===== src/rtl/arbitro_compuerta_pkg.sv =====
// Shared definitions for the gate arbiter: FSM state encoding, the idle-keypad
// constant and the default values of the arbiter parameters.
package arbitro_compuerta_pkg;

  typedef enum logic [2:0] {
    StCerrado    = 3'd0,
    StEsperaPin  = 3'd1,
    StAbiertoEnt = 3'd2,
    StAbiertoSal = 3'd3,
    StAlarma     = 3'd4,
    StBloqueo    = 3'd5
  } estado_t;

  // Keypad value meaning "no PIN presented".
  localparam logic [7:0]  PinInactivo    = 8'h00;

  localparam logic [7:0]  PinCorrectoDef = 8'h08;
  localparam int unsigned MaxIntentosDef = 3;
  localparam int unsigned TAbiertoDef    = 16;

endpackage


===== src/rtl/arbitro_compuerta_if.sv =====
// Lane/keypad/gate signal bundle for the gate arbiter.
//   master : drives vehicle sensors, keypad and Termino; observes gate status.
//   slave  : the arbiter side.
interface arbitro_compuerta_if;
  logic       Vehiculo_ent;
  logic       Vehiculo_sal;
  logic [7:0] Pin;
  logic       Termino;
  logic       Abierto;
  logic       Cerrado;
  logic       Concede_ent;
  logic       Concede_sal;
  logic       Alarma;
  logic       Bloqueo;

  modport master (
    output Vehiculo_ent, Vehiculo_sal, Pin, Termino,
    input  Abierto, Cerrado, Concede_ent, Concede_sal, Alarma, Bloqueo
  );

  modport slave (
    input  Vehiculo_ent, Vehiculo_sal, Pin, Termino,
    output Abierto, Cerrado, Concede_ent, Concede_sal, Alarma, Bloqueo
  );
endinterface


===== src/rtl/contador_intentos.sv =====
// PIN attempt detector and saturating wrong-attempt counter.
//   Clk, Reset : clock, asynchronous active-low reset
//   pin        : keypad value (PinInactivo = idle)
//   cuenta_en  : wrong attempts are counted only while high
//   borrar     : clear the counter (wins over counting)
//   pin_ok     : this cycle is an attempt and matches PIN_CORRECTO
//   pin_mal    : this cycle is an attempt and does not match
//   limite     : wrong attempt that brings the counter to MAX_INTENTOS
module contador_intentos
  import arbitro_compuerta_pkg::*;
#(
  parameter logic [7:0]  PIN_CORRECTO = PinCorrectoDef,
  parameter int unsigned MAX_INTENTOS = MaxIntentosDef
) (
  input  logic       Clk,
  input  logic       Reset,
  input  logic [7:0] pin,
  input  logic       cuenta_en,
  input  logic       borrar,
  output logic       pin_ok,
  output logic       pin_mal,
  output logic       limite
);

  logic       pin_activo_q;
  logic [1:0] cnt_q, cnt_d;
  logic       intento;

  // An attempt is the first cycle of a non-idle keypad value; holding counts once.
  assign intento = (pin != PinInactivo) && !pin_activo_q;
  assign pin_ok  = intento && (pin == PIN_CORRECTO);
  assign pin_mal = intento && (pin != PIN_CORRECTO);
  assign limite  = pin_mal && ((32'(cnt_q) + 32'd1) >= MAX_INTENTOS);

  always_comb begin
    cnt_d = cnt_q;
    if (borrar) begin
      cnt_d = 2'd0;
    end else if (cuenta_en && pin_mal && (cnt_q != 2'd3)) begin
      cnt_d = cnt_q + 2'd1;
    end
  end

  always_ff @(posedge Clk or negedge Reset) begin
    if (!Reset) begin
      pin_activo_q <= 1'b0;
      cnt_q        <= 2'd0;
    end else begin
      pin_activo_q <= (pin != PinInactivo);
      cnt_q        <= cnt_d;
    end
  end

endmodule


===== src/rtl/arbitro_compuerta.sv =====
// Parking gate arbiter: serves an entry lane (PIN protected) and an exit lane,
// with open-time limit, wrong-PIN alarm and tailgating lockout.
//   Clk, Reset : clock, asynchronous active-low reset
//   bus        : lane sensors, keypad, Termino in; gate status and grants out
// All outputs are registered from the next state.
module arbitro_compuerta
  import arbitro_compuerta_pkg::*;
#(
  parameter logic [7:0]  PIN_CORRECTO = PinCorrectoDef,
  parameter int unsigned MAX_INTENTOS = MaxIntentosDef,
  parameter int unsigned T_ABIERTO    = TAbiertoDef
) (
  input logic              Clk,
  input logic              Reset,
  arbitro_compuerta_if.slave bus
);

  estado_t    estado_q, estado_d;
  logic [7:0] timer_q, timer_d;
  logic       rr_sal_q, rr_sal_d;  // 1: exit lane has priority on a tie
  logic       cuenta_en, borrar;
  logic       pin_ok, pin_mal, limite;
  logic       fin_timer;
  logic       abierto_q, concede_ent_q, concede_sal_q, alarma_q, bloqueo_q;

  contador_intentos #(
    .PIN_CORRECTO (PIN_CORRECTO),
    .MAX_INTENTOS (MAX_INTENTOS)
  ) u_contador (
    .Clk       (Clk),
    .Reset     (Reset),
    .pin       (bus.Pin),
    .cuenta_en (cuenta_en),
    .borrar    (borrar),
    .pin_ok    (pin_ok),
    .pin_mal   (pin_mal),
    .limite    (limite)
  );

  assign fin_timer = (timer_q == 8'(T_ABIERTO - 1));

  always_comb begin
    estado_d  = estado_q;
    rr_sal_d  = rr_sal_q;
    cuenta_en = 1'b0;
    borrar    = 1'b0;
    unique case (estado_q)
      StCerrado: begin
        if (bus.Vehiculo_sal && bus.Vehiculo_ent) begin
          estado_d = rr_sal_q ? StAbiertoSal : StEsperaPin;
        end else if (bus.Vehiculo_sal) begin
          estado_d = StAbiertoSal;
        end else if (bus.Vehiculo_ent) begin
          estado_d = StEsperaPin;
        end
      end
      StEsperaPin: begin
        if (!bus.Vehiculo_ent) begin
          estado_d = StCerrado;  // counter kept across departures
        end else begin
          cuenta_en = 1'b1;
          if (pin_ok) begin
            borrar   = 1'b1;
            estado_d = StAbiertoEnt;
          end else if (limite) begin
            estado_d = StAlarma;
          end
        end
      end
      StAbiertoEnt: begin
        if (bus.Termino && bus.Vehiculo_ent) begin
          estado_d = StBloqueo;  // another car followed the served one
        end else if (bus.Termino || fin_timer) begin
          estado_d = StCerrado;
          rr_sal_d = 1'b1;
        end
      end
      StAbiertoSal: begin
        if (bus.Termino || fin_timer) begin
          estado_d = StCerrado;
          rr_sal_d = 1'b0;
        end
      end
      StAlarma: begin
        cuenta_en = 1'b1;  // saturates, so further wrong PINs are harmless
        if (pin_ok) begin
          borrar   = 1'b1;
          estado_d = StCerrado;
        end
      end
      StBloqueo: begin
        if (pin_ok) begin
          estado_d = StCerrado;
        end
      end
      default: estado_d = StCerrado;
    endcase
  end

  // Timer runs only while staying in an open state; restarts at 0 on entry.
  always_comb begin
    timer_d = 8'd0;
    if ((estado_d == estado_q) &&
        ((estado_q == StAbiertoEnt) || (estado_q == StAbiertoSal))) begin
      timer_d = timer_q + 8'd1;
    end
  end

  always_ff @(posedge Clk or negedge Reset) begin
    if (!Reset) begin
      estado_q      <= StCerrado;
      timer_q       <= 8'd0;
      rr_sal_q      <= 1'b1;
      abierto_q     <= 1'b0;
      concede_ent_q <= 1'b0;
      concede_sal_q <= 1'b0;
      alarma_q      <= 1'b0;
      bloqueo_q     <= 1'b0;
    end else begin
      estado_q      <= estado_d;
      timer_q       <= timer_d;
      rr_sal_q      <= rr_sal_d;
      abierto_q     <= (estado_d == StAbiertoEnt) || (estado_d == StAbiertoSal);
      concede_ent_q <= (estado_d == StEsperaPin) || (estado_d == StAbiertoEnt);
      concede_sal_q <= (estado_d == StAbiertoSal);
      alarma_q      <= (estado_d == StAlarma);
      bloqueo_q     <= (estado_d == StBloqueo);
    end
  end

  assign bus.Abierto     = abierto_q;
  assign bus.Cerrado     = !abierto_q;
  assign bus.Concede_ent = concede_ent_q;
  assign bus.Concede_sal = concede_sal_q;
  assign bus.Alarma      = alarma_q;
  assign bus.Bloqueo     = bloqueo_q;

  // pin_mal is consumed inside the counter; kept visible for debug.
  logic unused_pin_mal;
  assign unused_pin_mal = pin_mal;

endmodule

===== src/flat_wrapper.sv =====
// flat-port wrapper written by rule: the top's interface ports become plain ports
module arbitro_compuerta_flat import arbitro_compuerta_pkg::*;
#(
  parameter logic [7:0]  PIN_CORRECTO = PinCorrectoDef,
  parameter int unsigned MAX_INTENTOS = MaxIntentosDef,
  parameter int unsigned T_ABIERTO    = TAbiertoDef
)
  (Clk, Reset, bus_Vehiculo_ent, bus_Vehiculo_sal, bus_Pin, bus_Termino, bus_Abierto, bus_Cerrado, bus_Concede_ent, bus_Concede_sal, bus_Alarma, bus_Bloqueo);
  arbitro_compuerta_if bus_i ();
  input logic Clk;
  input logic Reset;
  input wire logic [$bits(bus_i.Vehiculo_ent)-1:0] bus_Vehiculo_ent;
  input wire logic [$bits(bus_i.Vehiculo_sal)-1:0] bus_Vehiculo_sal;
  input wire logic [$bits(bus_i.Pin)-1:0] bus_Pin;
  input wire logic [$bits(bus_i.Termino)-1:0] bus_Termino;
  output wire logic [$bits(bus_i.Abierto)-1:0] bus_Abierto;
  output wire logic [$bits(bus_i.Cerrado)-1:0] bus_Cerrado;
  output wire logic [$bits(bus_i.Concede_ent)-1:0] bus_Concede_ent;
  output wire logic [$bits(bus_i.Concede_sal)-1:0] bus_Concede_sal;
  output wire logic [$bits(bus_i.Alarma)-1:0] bus_Alarma;
  output wire logic [$bits(bus_i.Bloqueo)-1:0] bus_Bloqueo;
  assign bus_i.Vehiculo_ent = bus_Vehiculo_ent;
  assign bus_i.Vehiculo_sal = bus_Vehiculo_sal;
  assign bus_i.Pin = bus_Pin;
  assign bus_i.Termino = bus_Termino;
  assign bus_Abierto = bus_i.Abierto;
  assign bus_Cerrado = bus_i.Cerrado;
  assign bus_Concede_ent = bus_i.Concede_ent;
  assign bus_Concede_sal = bus_i.Concede_sal;
  assign bus_Alarma = bus_i.Alarma;
  assign bus_Bloqueo = bus_i.Bloqueo;
  arbitro_compuerta #(.PIN_CORRECTO(PIN_CORRECTO), .MAX_INTENTOS(MAX_INTENTOS), .T_ABIERTO(T_ABIERTO)) u_core (.Clk(Clk), .Reset(Reset), .bus(bus_i));
endmodule

===== config.mk =====
export PLATFORM = sky130hd
export DESIGN_NAME = arbitro_compuerta_flat
export DESIGN_NICKNAME = d
export VERILOG_FILES = /design/src/rtl/arbitro_compuerta_pkg.sv /design/src/rtl/arbitro_compuerta_if.sv /design/src/rtl/contador_intentos.sv /design/src/rtl/arbitro_compuerta.sv /design/src/flat_wrapper.sv
export SDC_FILE = /design/constraint.sdc
export NUM_CORES = 1
export LEC_CHECK = 0
export ABC_AREA = 1
export CORE_MARGIN = 3
export CORE_UTILIZATION = 40
export CTS_CLUSTER_SIZE = 8
export DETAILED_ROUTE_END_ITERATION = 8
export PLACE_DENSITY = 0.7
export SLEW_MARGIN = 10
export SYNTH_ARGS = -nofsm -noshare
export SYNTH_HDL_FRONTEND = slang
export SYNTH_SLANG_ARGS = --single-unit
export TNS_END_PERCENT = 1

===== constraint.sdc =====
create_clock -name Clk -period 1.7 [get_ports Clk]
set_input_delay 0.17 -clock Clk [delete_from_list [all_inputs] [get_ports Clk]]
set_output_delay 0.17 -clock Clk [all_outputs]
set_load 0.02 [all_outputs]

==> results of run 1 <==
[cell families (layout without fill, tap and decap cells)]
group                    after synthesis  in the layout
AND/OR/NAND/NOR                       68             68
buffers and inverters                 25             51
flip-flops                            20             20
AO/OA/AOI/OAI                         13             13
XOR/XNOR                               6              6
adder cells (fa/ha/maj)                4              4
[routing by layer]
layer / part of all wire [%] / up-vias
li1: - / 477
met2: 49 / 24
met4: 0.42 / 0
met5: 0 / -
met1: 45 / 419
met3: 5.7 / 2
[worst max-delay path by stage]
stage                       from                     end  slack (ns)  depth (start not counted)
6_report       u_core.timer_q[0]       u_core.timer_q[0]        0.11                         10
5_1_grt        u_core.timer_q[0]       u_core.timer_q[3]       -0.02                         10
4_1_cts        u_core.timer_q[0]       u_core.timer_q[5]        0.08                         10
3_5_place_dp          bus_Pin[2]  u_core.bus.Concede_ent        0.02                          9
3_3_place_gp          bus_Pin[3]  u_core.bus.Concede_ent        0.07                         10
2_1_floorplan  u_core.timer_q[0]       u_core.timer_q[4]        0.23                         10
[worst max-delay path: stages, from the launching register on]
cell and delay, ns:
dfrtp_1 0.44, ha_4 0.18, nand2_4 0.05, nor2_4 0.11, nand3_2 0.11, nand3_2 0.09, o211ai_2 0.11, nor2_4 0.20
inv_4 0.07, nand2_8 0.10, nor2_2 0.04
[registers in the layout, indices dropped and copies added (netlist names)]
register,cells
u_core.timer_q,8
u_core.estado_q,3
u_core.u_contador.cnt_q,2
u_core.bus.Abierto,1
u_core.bus.Alarma,1
u_core.bus.Bloqueo,1
u_core.bus.Concede_ent,1
u_core.bus.Concede_sal,1
u_core.rr_sal_q,1
u_core.u_contador.pin_activo_q,1
[area by class of cell]
cell class / count / area (um^2) / share of cell area, %
Clock buffer: 4 / 36.3 / 2.39
Sequential cell: 20 / 502 / 33.1
Inverter: 25 / 96.3 / 6.36
Tap cell: 31 / 38.8 / 2.56
Timing Repair Buffer: 22 / 210 / 13.9
Multi-Input combinational cell: 91 / 632 / 41.7
[per-stage QoR]
stage	TNS (ns)	power [mW]	worst slack, ns	hold slack, ns
final	0	1.75	0.105	0.201
after global routing	-0.107	1.88	-0.0169	0.213
after CTS	0	1.76	0.0824	0.204
after detailed placement	0	1.48	0.0248	0.472
after global placement	0	1.48	0.0726	0.456
after floorplan	0	1.22	0.234	-0.126
[report_power, final]
| group | internal (mW) | switching [mW] |
|---|---|---|
| logic | 0.345 | 0.463 |
| registers | 0.587 | 0.0829 |
| clock network | 0.131 | 0.139 |
[repair_timing]
item                       in CTS  in global routing
buffers inserted                0                  1
setup endpoints to repair       0                 10
hold buffers                    0                  0
gates resized for setup         0                  3
[layout by cell type (no fill, tap or decap), drive strengths merged]
master         Yosys  layout
o31ai              2       2
xor2               4       4
o211ai             1       1
ha                 4       4
buf                0       4
nand2             23      23
inv               24      24
nand3             11      11
a31oi              2       2
nor3               2       2
clkdlybuf4s50      0      18
clkbuf             0       4
and3               1       1
dfstp              1       1
clkinv             1       1
xnor2              2       2
a21oi              4       4
or2                1       1
nand4              2       2
o21ai              4       4
nor2              28      28
dfrtp             19      19
==> results.md, run 1 <==
* Fill cells at 247
* Inserted Clock Buffers at 3
* Met2 Use GR at 22.7%
* Placed Cells at 188
* Crit path kind: flip-flop to flip-flop
* Synth Area in Adders at 4.13%
* Clk slew on worst S/H paths at 0.11 ns
* Worst reg2reg path depth at 10
* Ys flop type: dfrtp_1
* Global Route met3 Usage at 3.77%
* Die ar. at 3730 um^2
* Busiest grt layer: met2
* FFs w/ async S/R, synth at 100%
* Most frequent cell after synthesis: dfrtp_1
* RePlAce Congestion at 0.875
* CTS Root Cell: clkbuf_4
* Reg-to-reg setup timing slack at 0.11 ns
* Status: complete, no violations
* Grt met1 use at 16.1%
* Post-synth top area share at 39.2%
* # setup viols final at 0
* Critical Path End Type: flip-flop
* Layout cells sized above 1 at 29.0%
* Die W at 61.1 um
* Seq cells post-synth at 20
* GR Util All Layers at 12.8%
* TritonCTS Sinks at 20
* Post-synthesis mux area share at 0%
* Dominant cells by area after synthesis: dfrtp_1, nand2_1, nor2_4
* Boundary Pins at 19
* RSZ-0062 raised after global routing: true
* Via count at 922
* Area post-placement at 1450 um^2
* Yosys cell types at 31
* Final #Nets at 180
* Pleak at 0.713 nW
* Fin. Hold Viols at 0
* Port Buf Inserts at 18
* DP Wirelength at 1.73 mm
* Routed len/inst at 11.0 um
* Routed vias/inst at 4.78
* Reg2reg end: u_core.timer_q[0]
* Detailed Route WL at 2.12 mm
* Post-synthesis sequential area ratio at 41.4%
* H-tree levels at 1
* Compound-gate portion of the synthesized area at 7.33%
* Worst slew pin tran at 0.257 ns
* Antenna Cells at 0
* Antenna Nets Post-Route at 0
* Synthesized area at 1210 um^2
* Max clock buf depth at 2
* Crit path time final at 1.59 ns
* Peak supply drop at 0.000661 V
* Die height at 61.1 um
* Initial Util at 42.9%
* Simple-gate share of the synthesized area at 34.9%
* Drt drc at 0
* First-pass GRT wire length at 3.58 mm
* Final worst path period share at 93.8%
* Core ar. at 2830 um^2
* WP data arrival at 1.79 ns
* Design area at 1520 um^2
* Mapped Cells at 136
* Starting DRT DRC Count at 31
* Commonest cells in the netlist: dfrtp_1, nand2_1, inv_1, nor2_1, nor2_2
* Worst hold path type: input port to async pin
* Slew HR at 82.7%
* Layout Utilization at 53.6%
* Skew final at 0.00331 ns
* P per Cell Area at 1150 nW/um^2
* Later-pin clock latency in the skew report at 0.29 ns
* Largest net degree at the start of global routing at 21
* # rows at 19
* Number of synthesized flops with an enable pin at 0
* Reg2reg start: u_core.timer_q[0]
* Worst-path fanout max at 8
* # Max-Cap Violations at 0
* Vias in the first global route at 884
* Cell taking the most area after synthesis: dfrtp_1
* Area growth from synthesis to layout at 25.0%
* Max Freq at 627 MHz
* Largest family of logic cells by synthesized area: simple AND/OR/NAND/NOR gates
* Mapped Nets at 153
* Pre-Repair DR Iteration Count at 4
* Post-Layout Cell Count at 193
* Initial antenna violation count at 0
* Syn. warnings at 0
* Total congestion overflow at 0
* Worst Path Required at 1.89 ns
* Fin. max-slew vios at 0
* Worst Setup Start Kind: flip-flop
* Post-Synth XOR/XNOR Area at 4.33%
* CTS tree: done
* Avg Cell Area, Syn at 8.91 um^2
Power figures use the tool's default switching activity.
==> run 2: changes to the inputs <==
- PLACE_DENSITY: 0.7 -> 0.73
- clock period: 1.7 -> 1.64 ns (I/O delays scaled with it)
==> run 2 against run 1 <==
Core utilization is 1.9 points higher. Sequential cell count unchanged. Clock power rose by 51%. Via count is 6.9% higher. Count of clock-buffer cells in the layout down 1. Final cell count increased by 3.1%. Die area unchanged. Largest power group unchanged.
==> results.md, run 2 (synthesis results as in run 1) <==
* Net Sw Frac at 37.2% (was 39.2%)
* Final worst path period share at 96.4% (was 93.8%)
* Logic gate share of total power at 45.4% (was 46.2%)
* # Max-Cap Violations at 0 (unchanged)
* Multi-input logic area at 624 um^2 (was 632 um^2)
* Pleak at 0.737 nW (was 0.713 nW)
* Layout Utilization at 55.5% (was 53.6%)
* CTS tree: done (unchanged)
* Max FFs per register at 8 (unchanged)
* Routed vias/inst at 4.95 (was 4.78)
* Drt drc at 0 (unchanged)
* Commonest cells after routing, fill and taps aside: dfrtp_1, clkdlybuf4s50_1, nand2_1, inv_1, nor2_1 (was dfrtp_1, nand2_1, clkdlybuf4s50_1)
* Final #Nets at 186 (was 180)
* Antenna Cells at 0 (unchanged)
* Sum Neg Setup Slack at 0 ns (unchanged)
* Fill cells at 233 (was 247)
* P per Cell Area at 1290 nW/um^2 (was 1150 nW/um^2)
* # rows at 19 (unchanged)
* Boundary Pins at 19 (unchanged)
* Sequential power share at 34.4% (was 38.4%)
* Area growth from synthesis to layout at 29.4% (was 25.0%)
* RePlAce Congestion at 0.872 (was 0.875)
* Initial Util at 42.9% (unchanged)
* Slack of the critical path at 0.0592 ns (was 0.105 ns)
* Fin. max-slew vios at 0 (unchanged)
* Crit path kind: flip-flop to flip-flop (unchanged)
* Vias in the first global route at 914 (was 884)
* # setup viols final at 0 (unchanged)
* Reg area at 502 um^2 (unchanged)
* Bufs and invs on worst path at 1 (unchanged)
* Top Registers: u_core.timer_q (8), u_core.estado_q (3), u_core.u_contador.cnt_q (2) (unchanged)
* TritonCTS Sinks at 20 (unchanged)
* WP data arrival at 1.79 ns (about the same)
* Inserted Clock Buffers at 3 (unchanged)
* Worst Setup Start Kind: flip-flop (unchanged)
* Commonest non-fill, non-tap cell in the layout: dfrtp_1 (unchanged)
* Detailed Route WL at 2.32 mm (was 2.12 mm)
* Die ar. at 3730 um^2 (unchanged)
* Worst-path fanout max at 8 (unchanged)
* Max Freq at 633 MHz (was 627 MHz)
* Cell chain of the critical path: ha_2 > nand2_2 > nor2_4 > nand3_2 > nand3_2 > o211ai_2 > nor2_4 > inv_4 > nand2_8 > nor2_2 (was ha_4 > nand2_4 > nor2_4 > nand3_2 > nand3_2 > o211ai_2 > nor2_4 > inv_4 > nand2_8 > nor2_2)
* Clock power frac at 20.2% (was 15.4%)
* Via count at 986 (was 922)
* Max clock buf depth at 2 (unchanged)
* First-pass GRT wire length at 3.73 mm (was 3.58 mm)
* Later-pin clock latency in the skew report at 0.30 ns (was 0.29 ns)
* Internal power at 1.27 mW (was 1.06 mW)
* Register with the most flip-flops: u_core.timer_q (unchanged)
* Area post-placement at 1460 um^2 (was 1450 um^2)
* Starting DRT DRC Count at 36 (was 31)
* RSZ-0062 raised after global routing: true (unchanged)
* Core ar. at 2830 um^2 (unchanged)
* Largest net degree at the start of global routing at 21 (unchanged)
* Port Buf Inserts at 18 (unchanged)
* Layout cells sized above 1 at 32.7% (was 29.0%)
* Worst slew pin tran at 0.259 ns (was 0.257 ns)
* Initial antenna violation count at 0 (unchanged)
* Fin. Hold Viols at 0 (unchanged)
* Psw at 750 uW (was 684 uW)
* Status: complete, no violations (unchanged)
* Clk slew on worst S/H paths at 0.12 ns (was 0.11 ns)
* Design area at 1570 um^2 (was 1520 um^2)
* Routed len/inst at 11.7 um (was 11.0 um)
* GR Util All Layers at 13.7% (was 12.8%)
* Worst hold path type: input port to async pin (unchanged)
* Die height at 61.1 um (unchanged)
* H-tree levels at 1 (unchanged)
* CTS Root Cell: clkbuf_4 (unchanged)
* Die W at 61.1 um (unchanged)
* Worst slack, placed at -0.0144 ns (was 0.0248 ns)
* Worst Path Required at 1.85 ns (was 1.89 ns)
* Critical Path End Type: flip-flop (unchanged)
* Antenna Nets Post-Route at 0 (unchanged)
* Peak supply drop at 0.000557 V (was 0.000661 V)
* DP Wirelength at 1.70 mm (was 1.73 mm)
* CP top delay family: simple AND/OR/NAND/NOR gates (unchanged)
* Pre-Repair DR Iteration Count at 4 (unchanged)
* Slowest CP cell: dfrtp_1 (unchanged)
* Total congestion overflow at 0 (unchanged)
* Crit path time final at 1.58 ns (was 1.59 ns)
* Skew final at 0.00199 ns (was 0.00331 ns)
* Crit path largest cell delay at 0.37 ns (was 0.44 ns)
* Slew HR at 82.7% (about the same)
-- run 2: cell types whose count changed in the layout (fill, tap and decap cells not counted), sizes merged --
cell | before | now
buf | 4 | 10
bufinv | 0 | 1
clkbuf | 4 | 3
-- run 2: final timing paths --
check / end / slack (ns) / startpoint / depth (start not counted)
max in group asynchronous: u_core.rr_sal_q / 1.19 / Reset / 2
setup reg to reg: u_core.timer_q[5] / 0.06 / u_core.timer_q[0] / 10
hold / removal: u_core.estado_q[0] / 0.18 / Reset / 2
hold reg to reg: u_core.timer_q[0] / 0.54 / u_core.timer_q[0] / 2
min in group Clk: u_core.timer_q[0] / 0.54 / u_core.timer_q[0] / 2
setup / recovery: u_core.timer_q[5] / 0.06 / u_core.timer_q[0] / 10
-- run 2: layer usage --
| layer | vias up | global-route usage [%] | wire, um |
|---|---|---|---|
| li1 | 493 | - | - |
| met1 | 454 | 16.4 | 953 |
| met2 | 39 | 23.7 | 1240 |
| met3 | 0 | 3.14 | 133 |
| met4 | 0 | 5.57 | 0 |
| met5 | - | 0 | 0 |
-- run 2: final cells by class --
type	count	area share [%]
tap	31	2.47
clock inverter	1	1.91
clock buffer	3	1.44
inverter	25	6.14
multi-input combinational	91	39.8
sequential	20	32.0
timing repair buffer	28	16.3
-- run 2: power by group through the flow --
stage	sequential, mW	clock (mW)	combinational [mW]
after detailed placement	0.707	0	0.844
after global routing	0.717	0.434	1.01
final	0.694	0.407	0.915
after global placement	0.704	0	0.827
after floorplan	0.748	0	0.514
after CTS	0.697	0.421	0.850
-- run 2: repair_timing --
item / 4_1_cts / 5_1_grt
hold endpoints to repair: 0 / 0
gates resized for setup: 0 / 3
setup buffers: 0 / 6
setup endpoints to repair: 0 / 12
hold buffers: 0 / 0
-- run 2: metrics by stage --
stage	cells	total power, mW	hold slack (ns)
6_report	199	2.02	0.185
5_1_grt	199	2.16	0.195
4_1_cts	193	1.97	0.186
3_5_place_dp	189	1.55	0.521
3_3_place_gp	189	1.53	0.511
2_1_floorplan	136	1.26	-0.132
==> run 3: changes to the inputs <==
- MAX_ROUTING_LAYER: not set -> met4
- TNS_END_PERCENT: 1 -> not set
==> run 3 against run 2 <==
Non-clock buffer count did not move. Setup slack got worse by 0.0047 ns. Design area did not move. Die area did not move. Combinational power barely moved. Clock skew fell by 0.00066 ns. Sequential share of layout area did not move. Sequential cell count did not move. Via count rose by 2.3%. Register-to-register slack barely moved. Critical path type unchanged. Highest routed layer is now met4.
==> results.md, run 3 (synthesis results as in run 1) <==
* Routed len/inst at 11.7 um (about the same)
* CTS Root Cell: clkbuf_4 (unchanged)
* Worst hold path type: input port to async pin (unchanged)
* GR Util All Layers at 14.3% (was 13.7%)
* WP data arrival at 1.79 ns (about the same)
* Worst Setup Start Kind: flip-flop (unchanged)
* Routed vias/inst at 5.07 (was 4.95)
* Peak supply drop at 0.000558 V (was 0.000557 V)
* Worst-path fanout max at 8 (unchanged)
* Placed Cells at 189 (unchanged)
* Layout Utilization at 55.5% (unchanged)
* Initial antenna violation count at 0 (unchanged)
* Max clock buf depth at 2 (unchanged)
* Status: complete, no violations (unchanged)
* # setup viols final at 0 (unchanged)
* Worst slew pin tran at 0.263 ns (was 0.259 ns)
* Final #Nets at 186 (unchanged)
* Die ar. at 3730 um^2 (unchanged)
* Drt drc at 0 (unchanged)
* # Max-Cap Violations at 0 (unchanged)
* Inserted Clock Buffers at 3 (unchanged)
* Crit path time final at 1.59 ns (was 1.58 ns)
* Fill cells at 233 (unchanged)
* Pleak at 0.736 nW (was 0.737 nW)
* Boundary Pins at 19 (unchanged)
* Starting DRT DRC Count at 34 (was 36)
* Layout cells sized above 1 at 32.7% (unchanged)
* Later-pin clock latency in the skew report at 0.31 ns (was 0.30 ns)
* First-pass GRT wire length at 3.74 mm (was 3.73 mm)
* Vias in the first global route at 910 (was 914)
* Fin. max-slew vios at 0 (unchanged)
* H-tree levels at 1 (unchanged)
* Die height at 61.1 um (unchanged)
* P per Cell Area at 1290 nW/um^2 (about the same)
* Core ar. at 2830 um^2 (unchanged)
* Commonest cells after routing, fill and taps aside: dfrtp_1, clkdlybuf4s50_1, nand2_1, inv_1, nor2_1 (unchanged)
* # rows at 19 (unchanged)
* Initial Util at 42.9% (unchanged)
* Clk slew on worst S/H paths at 0.12 ns (about the same)
* Detailed Route WL at 2.33 mm (was 2.32 mm)
* Top Registers: u_core.timer_q (8), u_core.estado_q (3), u_core.u_contador.cnt_q (2) (unchanged)
* CTS tree: done (unchanged)
* DP Wirelength at 1.70 mm (unchanged)
* TritonCTS Sinks at 20 (unchanged)
* Pre-Repair DR Iteration Count at 4 (unchanged)
* Die W at 61.1 um (unchanged)
* Max FFs per register at 8 (unchanged)
* Antenna Nets Post-Route at 0 (unchanged)
* Final worst path period share at 96.7% (was 96.4%)
* Largest net degree at the start of global routing at 21 (unchanged)
* Fin. Hold Viols at 0 (unchanged)
* Multi-input logic area at 624 um^2 (unchanged)
* Total congestion overflow at 0 (unchanged)
* Via count at 1009 (was 986)
* Commonest non-fill, non-tap cell in the layout: dfrtp_1 (unchanged)
* Critical Path End Type: flip-flop (unchanged)
* Port Buf Inserts at 18 (unchanged)
* Post-CTS Hold Buffers at 0 (unchanged)
* Reg area at 502 um^2 (unchanged)
* Crit path kind: flip-flop to flip-flop (unchanged)
* Worst Path Required at 1.85 ns (about the same)
* Post-Layout Cell Count at 199 (unchanged)
* Area growth from synthesis to layout at 29.4% (unchanged)
* Register with the most flip-flops: u_core.timer_q (unchanged)
* Skew final at 0.00133 ns (was 0.00199 ns)
* Slew HR at 82.4% (was 82.7%)
* RePlAce Congestion at 0.886 (was 0.872)
* Max Freq at 631 MHz (was 633 MHz)
* RSZ-0062 raised after global routing: true (unchanged)
* Antenna Cells at 0 (unchanged)
## run 3: power by group
part | total (mW) | switching [mW] | internal, mW
sequential | 0.694 | 0.0850 | 0.609
clock | 0.410 | 0.163 | 0.247
combinational | 0.918 | 0.506 | 0.411
## run 3: critical path, cell delays in order, from the launching register on
cell,delay [ns]
dfrtp_1,0.37
ha_2,0.19
nand2_2,0.07
nor2_4,0.13
nand3_2,0.10
nand3_2,0.10
o211ai_2,0.11
nor2_4,0.21
inv_4,0.07
nand2_8,0.10
nor2_2,0.04
## run 3: what timing repair did
action | 4_1_cts | 5_1_grt
endpoints found under the setup margin | 0 | 12
resized for setup | 0 | 3
buffers inserted | 0 | 6
## run 3: cell type report
class	count	share of cell area (%)
Clock buffer	3	1.44
Sequential cell	20	32.0
Inverter	25	6.14
Timing Repair Buffer	28	16.3
Tap cell	31	2.47
Multi-Input combinational cell	91	39.8
Clock inverter	1	1.91
## run 3: final timing paths
| check | start | to | slack, ns | depth (start not counted) |
|---|---|---|---|---|
| worst max-delay path | u_core.timer_q[0] | u_core.timer_q[5] | 0.05 | 10 |
| worst min-delay path | Reset | u_core.estado_q[0] | 0.18 | 2 |
| worst max register to register | u_core.timer_q[0] | u_core.timer_q[5] | 0.05 | 10 |
| worst min register to register | u_core.timer_q[0] | u_core.timer_q[0] | 0.53 | 2 |
| max in group asynchronous | Reset | u_core.rr_sal_q | 1.19 | 2 |
| min in group Clk | u_core.timer_q[0] | u_core.timer_q[0] | 0.53 | 2 |
## run 3: stage by stage
stage / area [um^2] / TNS (ns) / total power [mW] / worst slack (ns) / hold WS [ns]
final: 1570 / 0 / 2.02 / 0.0545 / 0.182
after global routing: 1570 / -0.306 / 2.16 / -0.0386 / 0.190
after CTS: 1510 / 0 / 1.97 / 0.0515 / 0.186
after detailed placement: 1460 / -0.0241 / 1.55 / -0.0144 / 0.521
after global placement: 1460 / 0 / 1.53 / 0.0205 / 0.511
after floorplan: 1210 / 0 / 1.26 / 0.174 / -0.132
## run 3: metal layers
layer	up-vias	GRT usage, %	routed length (um)
li1	493	-	-
met1	458	16.4	935
met2	47	23.7	1210
met3	11	3.77	133
met4	0	5.57	57
met5	-	-	0
